==> src/rtl/demux_pkg.sv <==
// Shared defaults and helpers for the buffered demultiplexer and its channel FIFOs.
package demux_pkg;

  localparam int LARGURA_PADRAO = 16;
  localparam int CANAIS_PADRAO  = 4;

  // Ceiling log2 for tools without $clog2; clog2(1) = 0.
  function automatic int clog2(input int valor);
    int r;
    r = 0;
    for (int i = 0; i < 31; i++) begin
      if ((1 << i) < valor) r = i + 1;
    end
    return r;
  endfunction

endpackage

==> src/rtl/demux_fila_n_fila_canal.sv <==
// Per-channel FIFO: extra pointer MSB distinguishes full from empty; head reads as zero when empty.
module fila_canal
  import demux_pkg::*;
#(
  parameter int LARGURA      = LARGURA_PADRAO,
  parameter int PROFUNDIDADE = 2
) (
  input  logic               clk,
  input  logic               reset,
  input  logic               push,
  input  logic [LARGURA-1:0] dado_in,
  input  logic               pop,
  output logic [LARGURA-1:0] dado_out,
  output logic               vazio,
  output logic               cheio
);

  localparam int PW = clog2(PROFUNDIDADE);

  logic [LARGURA-1:0] mem [PROFUNDIDADE];
  logic [PW:0]        wr_ptr;
  logic [PW:0]        rd_ptr;
  logic               push_ef;
  logic               pop_ef;

  assign vazio   = (wr_ptr == rd_ptr);
  assign cheio   = (wr_ptr[PW] != rd_ptr[PW]) && (wr_ptr[PW-1:0] == rd_ptr[PW-1:0]);
  assign push_ef = push && !cheio;
  assign pop_ef  = pop && !vazio;

  assign dado_out = vazio ? '0 : mem[rd_ptr[PW-1:0]];

  always_ff @(posedge clk or posedge reset) begin
    if (reset) begin
      wr_ptr <= '0;
      rd_ptr <= '0;
    end else begin
      if (push_ef) wr_ptr <= wr_ptr + (PW+1)'(1);
      if (pop_ef)  rd_ptr <= rd_ptr + (PW+1)'(1);
    end
  end

  // Storage needs no reset: nothing is visible until a pointer moves past it.
  always_ff @(posedge clk) begin
    if (push_ef) mem[wr_ptr[PW-1:0]] <= dado_in;
  end

endmodule

==> src/rtl/demux_fila_n.sv <==
// Buffered N-way demultiplexer: routes each accepted word to one channel FIFO or broadcasts to all.
module demux_fila_n
  import demux_pkg::*;
#(
  parameter int  LARGURA      = LARGURA_PADRAO,
  parameter int  CANAIS       = CANAIS_PADRAO,
  parameter int  PROFUNDIDADE = 2,
  localparam int SEL_W        = clog2(CANAIS)
) (
  input  logic                      clk,
  input  logic                      reset,
  input  logic [LARGURA-1:0]        entrada_dados,
  input  logic [SEL_W-1:0]          entrada_sel,
  input  logic                      entrada_difusao,
  input  logic                      entrada_valido,
  output logic                      entrada_pronto,
  output logic [CANAIS*LARGURA-1:0] saida_dados,
  output logic [CANAIS-1:0]         saida_valido,
  input  logic [CANAIS-1:0]         saida_pronto,
  output logic                      erro_sel,
  output logic [15:0]               contagem_descartes
);

  // Handshake: a word moves on a rising edge where valid && ready. Ready never
  // looks at the same side's valid, and entrada_pronto never looks at saida_pronto,
  // so a full FIFO stays not-ready even in a cycle where it is being drained.

  logic [CANAIS-1:0] cheio;
  logic [CANAIS-1:0] vazio;
  logic [CANAIS-1:0] push;
  logic              sel_no_intervalo;
  logic              descarte;

  assign sel_no_intervalo = ({1'b0, entrada_sel} < (SEL_W+1)'(CANAIS));

  always_comb begin
    push           = '0;
    entrada_pronto = 1'b0;
    descarte       = 1'b0;
    if (entrada_difusao) begin
      entrada_pronto = ~|cheio;
      if (entrada_valido && entrada_pronto) push = '1;
    end else if (sel_no_intervalo) begin
      entrada_pronto = !cheio[entrada_sel];
      if (entrada_valido && entrada_pronto) push[entrada_sel] = 1'b1;
    end else begin
      entrada_pronto = 1'b1;
      descarte       = entrada_valido;
    end
  end

  always_ff @(posedge clk or posedge reset) begin
    if (reset) begin
      erro_sel           <= 1'b0;
      contagem_descartes <= '0;
    end else begin
      erro_sel <= descarte;
      if (descarte && (contagem_descartes != 16'hFFFF))
        contagem_descartes <= contagem_descartes + 16'd1;
    end
  end

  for (genvar k = 0; k < CANAIS; k++) begin : g_canal
    fila_canal #(
      .LARGURA      (LARGURA),
      .PROFUNDIDADE (PROFUNDIDADE)
    ) u_fila (
      .clk      (clk),
      .reset    (reset),
      .push     (push[k]),
      .dado_in  (entrada_dados),
      .pop      (saida_pronto[k]),
      .dado_out (saida_dados[k*LARGURA +: LARGURA]),
      .vazio    (vazio[k]),
      .cheio    (cheio[k])
    );
  end

  assign saida_valido = ~vazio;

endmodule

==> config.mk <==
export PLATFORM = sky130hd
export DESIGN_NAME = demux_fila_n
export DESIGN_NICKNAME = d
export VERILOG_FILES = /design/src/rtl/demux_pkg.sv /design/src/rtl/demux_fila_n_fila_canal.sv /design/src/rtl/demux_fila_n.sv
export SDC_FILE = /design/constraint.sdc
export NUM_CORES = 1
export LEC_CHECK = 0
export BUFFER_PORTS_ARGS = -buffer_cell sky130_fd_sc_hd__clkbuf_2
export CORE_ASPECT_RATIO = 0.8
export CORE_MARGIN = 4
export CORE_UTILIZATION = 30
export DETAILED_ROUTE_END_ITERATION = 16
export PLACE_DENSITY_LB_ADDON = 0.25
export SKIP_CTS_REPAIR_TIMING = 1
export SYNTH_ARGS = -nofsm -noshare
export SYNTH_HDL_FRONTEND = slang
export SYNTH_SLANG_ARGS = --single-unit
==> constraint.sdc <==
create_clock -name clk -period 4.43 [get_ports clk]
set_input_delay 0.6645 -clock clk [delete_from_list [all_inputs] [get_ports clk]]
set_output_delay 0.6645 -clock clk [all_outputs]
set_load 0.02 [all_outputs]
Yosys cells after proc, flatten, opt, wreduce, memory -nomap -nowiden

Memories as Yosys holds them, arrays and structs flattened.
Index checks and enable logic that the tools add are counted.

Register bits after elaboration: 16
RAM bits: 128
Bits of input ports: 26
Output and inout port bits: 86
Memories kept: 4

Add/sub/neg operators: 8
Order comparisons: 2
Equality and inequality tests: 12
Multiplexer cells: 20
Bitwise gates (word level): 1
Reduce and logical (&&, ||, !) cells: 26

Memories:

| name                  | depth | width | rd ports | clocked after memory_dff | write ports | RTL line                      | RTL |
|---|---|---|---|---|---|---|---|
| g_canal[0].u_fila.mem | 2     | 16    | 1        | 0                        | 1           | demux_fila_n_fila_canal.sv:20 | `logic [LARGURA-1:0] mem [PROFUNDIDADE];` |
| g_canal[1].u_fila.mem | 2     | 16    | 1        | 0                        | 1           | demux_fila_n_fila_canal.sv:20 |  |
| g_canal[2].u_fila.mem | 2     | 16    | 1        | 0                        | 1           | demux_fila_n_fila_canal.sv:20 |  |
| g_canal[3].u_fila.mem | 2     | 16    | 1        | 0                        | 1           | demux_fila_n_fila_canal.sv:20 |  |

Operators with widths:

| cell                | number |
|---|---|
| $mux 16             | 4 |
| $add 2x1->2 const B | 8 |
| $logic_and 1x1->1   | 15 |
| $mux 4              | 3 |
| $mux 1              | 11 |
| $logic_not 1->1     | 10 |
| $eq 2x2->1          | 4 |
| $eq 1x1->1          | 4 |
| $ne 1x1->1          | 4 |
| $not 4->4           | 1 |
| $reduce_or 4->1     | 1 |
| $lt 2x3->1 const B  | 1 |
| $bmux 1 s2          | 1 |
| $demux 1 s2         | 1 |
| $ge 2x1->1 const B  | 1 |

Depth between registers and ports, before layout

Word-level depth: 11
Depth in mapped cells: 6
Depth with buffers taken out: 5

Hierarchy

From an unflattened synthesis, not the netlist that was laid out.

Cell total of the unflattened synthesis: 412
Area total of the unflattened synthesis: 6,058.3 µm²

By module, submodules not included:

| module       | instances | cells an instance | area each (µm²) | sequential area each (µm²) |
|---|---|---|---|---|
| fila_canal   | 4         | 94                | 1,452.6         | 1,061.0 |
| demux_fila_n | 1         | 36                | 247.7           | 0.0 |

Worst setup path after synthesis

OpenSTA, ideal clock, no wires.

Path type: in2reg
From: input entrada_difusao
To: memory g_canal[1].u_fila.mem[1][0] (netlist bit), enable pin
Setup time: 0.413 ns
Arrival: 2.656 ns
Required time: 4.017 ns
Path slack: 1.361 ns
Cell stages on the path: 4
Path through: clkbuf_1 or3b_1 o21a_1 nor3b_1

Word-level cells in the longest chain between the ends: 4

Ends and longest elaborated chain:

| what                         | RTL line                      | RTL |
|---|---|---|
| from (decl)                  | demux_fila_n.sv:14            | `input logic entrada_difusao,` |
| $mux 4                       | demux_fila_n.sv:40            | `if (entrada_difusao) begin` |
| $logic_and 1x1->1            | demux_fila_n_fila_canal.sv:28 | `assign push_ef = push && !cheio;` |
| $mux 1                       | demux_fila_n_fila_canal.sv:45 | `if (push_ef) mem[wr_ptr[PW-1:0]] <= dado_in;` |
| $mux 1 (not written as such) | demux_fila_n_fila_canal.sv:45 |  |
| to (decl)                    | demux_fila_n_fila_canal.sv:20 |  |

Every way passes these cells.

Final worst setup path

From: register g_canal[0].u_fila.rd_ptr[0]
To: output saida_dados[2]

Word-level cells in the longest chain between the ends: 2
Elaborated cells between the ends (all ways): 3
Those cells by class: eq/ne (1); mux (1); memory (1)

Ends and longest elaborated chain:

| what                                              | RTL line                      | RTL |
|---|---|---|
| from (decl)                                       | demux_fila_n_fila_canal.sv:22 | `logic [PW:0] rd_ptr;` |
| from (signal assigned)                            | demux_fila_n_fila_canal.sv:39 | `if (pop_ef) rd_ptr <= rd_ptr + (PW+1)'(1);` |
| $mem_v2 2x16 / $eq 2x2->1 (equally long branches) | --                            |  |
| $mux 16 *                                         | demux_fila_n_fila_canal.sv:31 | `assign dado_out = vazio ? '0 : mem[rd_ptr[PW-1:0]];` |
| to (decl)                                         | demux_fila_n.sv:17            | `output logic [CANAIS*LARGURA-1:0] saida_dados,` |

Mark *: on every way between the ends. The rest lies on a longest branch, timed or not.

==> flow_summary.json <==
{
  "routed.top_layer": "met4",
  "final_util": 0.377,
  "synthCells": 426,
  "cts_buffers": 17,
  "postRouteAntennaNets": 0,
  "synth_area_leaders": "edfxtp_1 62%, mux2i_1 10%, dfrtp_1 6.5%",
  "fin_setup_tns_ns": 0,
  "report.final.slew_viol_count": 0,
  "clk_latency_ns": 0.42,
  "antenna_cells": 0,
  "reg2reg_to": "g_canal[2].u_fila.mem[0][13]$_DFFE_PP_",
  "clock_skew_ns": 0.00723,
  "drcViolationCount": 0,
  "cts_root_buf": "clkbuf_16",
  "fmax_mhz": 322,
  "routed_wl_um": 15000,
  "path_cells": "xor2_1 > nor2_2 > nor2_1 > clkbuf_2",
  "dr_total_vias": 3733,
  "grt_util_all_layers": 0.134,
  "rsz0062_at_grt": "no",
  "io_pins": 112,
  "dp_hpwl_um": 10100,
  "max-cap-violations": 0,
  "antenna_found_initial": 0,
  "start_util": 0.308,
  "p_leak_nw": 2.94,
  "rrSetupSlack_ns": 1.53,
  "synth.area.mux_share": 0.106,
  "finalHoldViolations": 0,
  "nets": 555,
  "grt_overflow": 0,
  "min_path_type": "in -> async",
  "yosysWarnings": 0,
  "synthDominantCellAreaShare": 0.625,
  "slowest_delay_ns": 0.76,
  "ys_seq_area_frac": 0.690,
  "worstMarginPinSlew_ns": 1.19,
  "grt_pass1_vias": 3922,
  "path_class": "reg -> out",
  "synth_area_mm2": 0.00615,
  "io_buffer_count": 94,
  "synth_area_per_cell_um2": 14.4,
  "post-route-min-period_ns": 3.11,
  "irDropWorstVdd_v": 0.000372,
  "synthArstFlopShare": 0.111,
  "cp_max_fo": 17,
  "die_x_um": 168,
  "routed_via_density": 4.63,
  "synth_xor_area_frac": 0.0395,
  "worstPathArrival_ns": 2.44,
  "status": "finished, final reports clean",
  "synth.most_common_cell": "edfxtp_1",
  "synthAdderAreaFrac": 0,
  "firstDrtPassIters": 4,
  "startpoint_type": "flip-flop",
  "chipHeight_um": 136,
  "clk_pin_slew_ns": 0.06,
  "crit_required_ns": 3.77,
  "wl_met3_um": 643,
  "wl_met1_um": 7230,
  "setup_violations": 0,
  "synth_edf_count": 128,
  "synth_compound_area_frac": 0.0407,
  "cts_tree": "done",
  "max_slew_margin": 0.209,
  "cp-end-kind": "output port",
  "synth-main-ff-cell": "edfxtp_1",
  "synth_cell_type_count": 53,
  "placementRows": 46,
  "syn2layout_area_growth_pct": 22.4,
  "final.period_utilization": 0.702,
  "yosys.area.top_type": "edfxtp_1",
  "cts_buffer_depth": 2,
  "timing.rr.start": "g_canal[3].u_fila.rd_ptr[0]$_DFFE_PP0P_",
  "dr_wl_met2_um": 7020,
  "p_per_area_mw_per_mm2": 875,
  "gp_congestion": 0.791,
  "cts_sinks": 144,
  "cts_max_level": 4,
  "grt_max_degree": 19,
  "synthTopCellsByCount": "128 x edfxtp_1, 75 x nor2_1, 64 x mux2i_1",
  "rr_worst_depth": 4,
  "drive_gt1_frac": 0.279,
  "grt_pass1_wl_um": 22900,
  "first_iter_violations": 212,
  "synth_top_family_by_area": "multiplexers",
  "die-area_mm2": 0.0229,
  "avgRoutedWirePerCell_um": 18.7,
  "yosys.area_share.simple": 0.0811,
  "ys_ff_latch": 144,
  "coreArea_mm2": 0.0200,
  "crit_slowest_cell": "nor2_2"
}
==> cells by family (layout without fill, tap and decap cells) <==
group / Yosys count / after routing
simple gates: 112 / 112
mux: 65 / 65
xor+xnor: 26 / 26
other cells: 1 / 17
buf+inv: 45 / 145
flops: 144 / 144
compound gates: 33 / 33
==> metrics by stage <==
stage / hold WS [ns] / setup WS (ns) / std cells / instance area [um^2] / power, mW
after floorplan: 0.501 / 1.36 / 442 / 6210 / 4.00
after global placement: 0.520 / 1.57 / 774 / 6890 / 5.09
after detailed placement: 0.526 / 1.48 / 774 / 6890 / 5.12
after CTS: 0.312 / 1.23 / 806 / 7530 / 6.68
after global routing: 0.348 / 1.11 / 806 / 7530 / 6.97
final: 0.312 / 1.32 / 806 / 7530 / 6.59
==> critical path, delay by kind of cell (launching register included) <==
family                    cells  cell delay [ns]
and+or+nand+nor               2             0.93
DFF                           1             0.69
buffers and inverters         1             0.21
xor gates and xnor gates      1             0.20
==> sequential cells by signal, summed over array words and instances, names as in the netlist <==
signal and flops:
g_canal.u_fila.rd_ptr 8, g_canal.u_fila.wr_ptr 8, g_canal.u_fila.mem 128
==> per-layer routing <==
layer,up-vias,track usage
met2,102,0.215
met4,0,0.0361
li1,1729,-
met1,1892,0.181
met3,10,0.0375
met5,-,0
==> cell type report <==
type | count | area, um^2
Timing Repair Buffer | 104 | 546
Multi-Input combinational cell | 253 | 1730
Clock buffer | 17 | 425
Fill cell | 1921 | 12400
Clock inverter | 15 | 216
Sequential cell | 144 | 4240
Inverter | 9 | 33.8
Tap cell | 264 | 330
==> worst max-delay path by stage <==
stage	start	to	slack, ns	depth (start not counted)
after floorplan	entrada_difusao	g_canal[1].u_fila.mem[1][0]$_DFFE_PP_	1.36	4
after global placement	g_canal[3].u_fila.rd_ptr[0]$_DFFE_PP0P_	g_canal[2].u_fila.mem[0][10]$_DFFE_PP_	1.57	4
after detailed placement	g_canal[3].u_fila.rd_ptr[0]$_DFFE_PP0P_	g_canal[2].u_fila.mem[0][10]$_DFFE_PP_	1.48	4
after CTS	g_canal[0].u_fila.rd_ptr[0]$_DFFE_PP0P_	saida_dados[11]	1.23	4
after global routing	g_canal[0].u_fila.rd_ptr[0]$_DFFE_PP0P_	saida_dados[8]	1.11	4
final	g_canal[0].u_fila.rd_ptr[0]$_DFFE_PP0P_	saida_dados[2]	1.32	4
==> placed cells by master, fill, tap and decap left out, types with 7 or more instances in the layout <==
cell | netlist | final
edfxtp_1 | 128 | 128
clkbuf_2 | 0 | 94
nor2_1 | 75 | 70
mux2i_1 | 64 | 64
xnor2_1 | 17 | 17
conb_1 | 1 | 17
clkbuf_16 | 0 | 17
dfrtp_1 | 16 | 16
buf_4 | 19 | 10
inv_1 | 8 | 8
xor2_1 | 7 | 7
nand2_1 | 7 | 7
nand3_1 | 7 | 7
==> report_power, final <==
group,leakage (nW),total (mW),internal [mW],switching [mW]
clock,0.304,1.54,0.995,0.545
combinational,1.29,3.03,0.963,2.07
sequential,1.34,2.01,1.80,0.215
total,2.94,6.59,3.76,2.83
(Power assumes the default switching activity.)
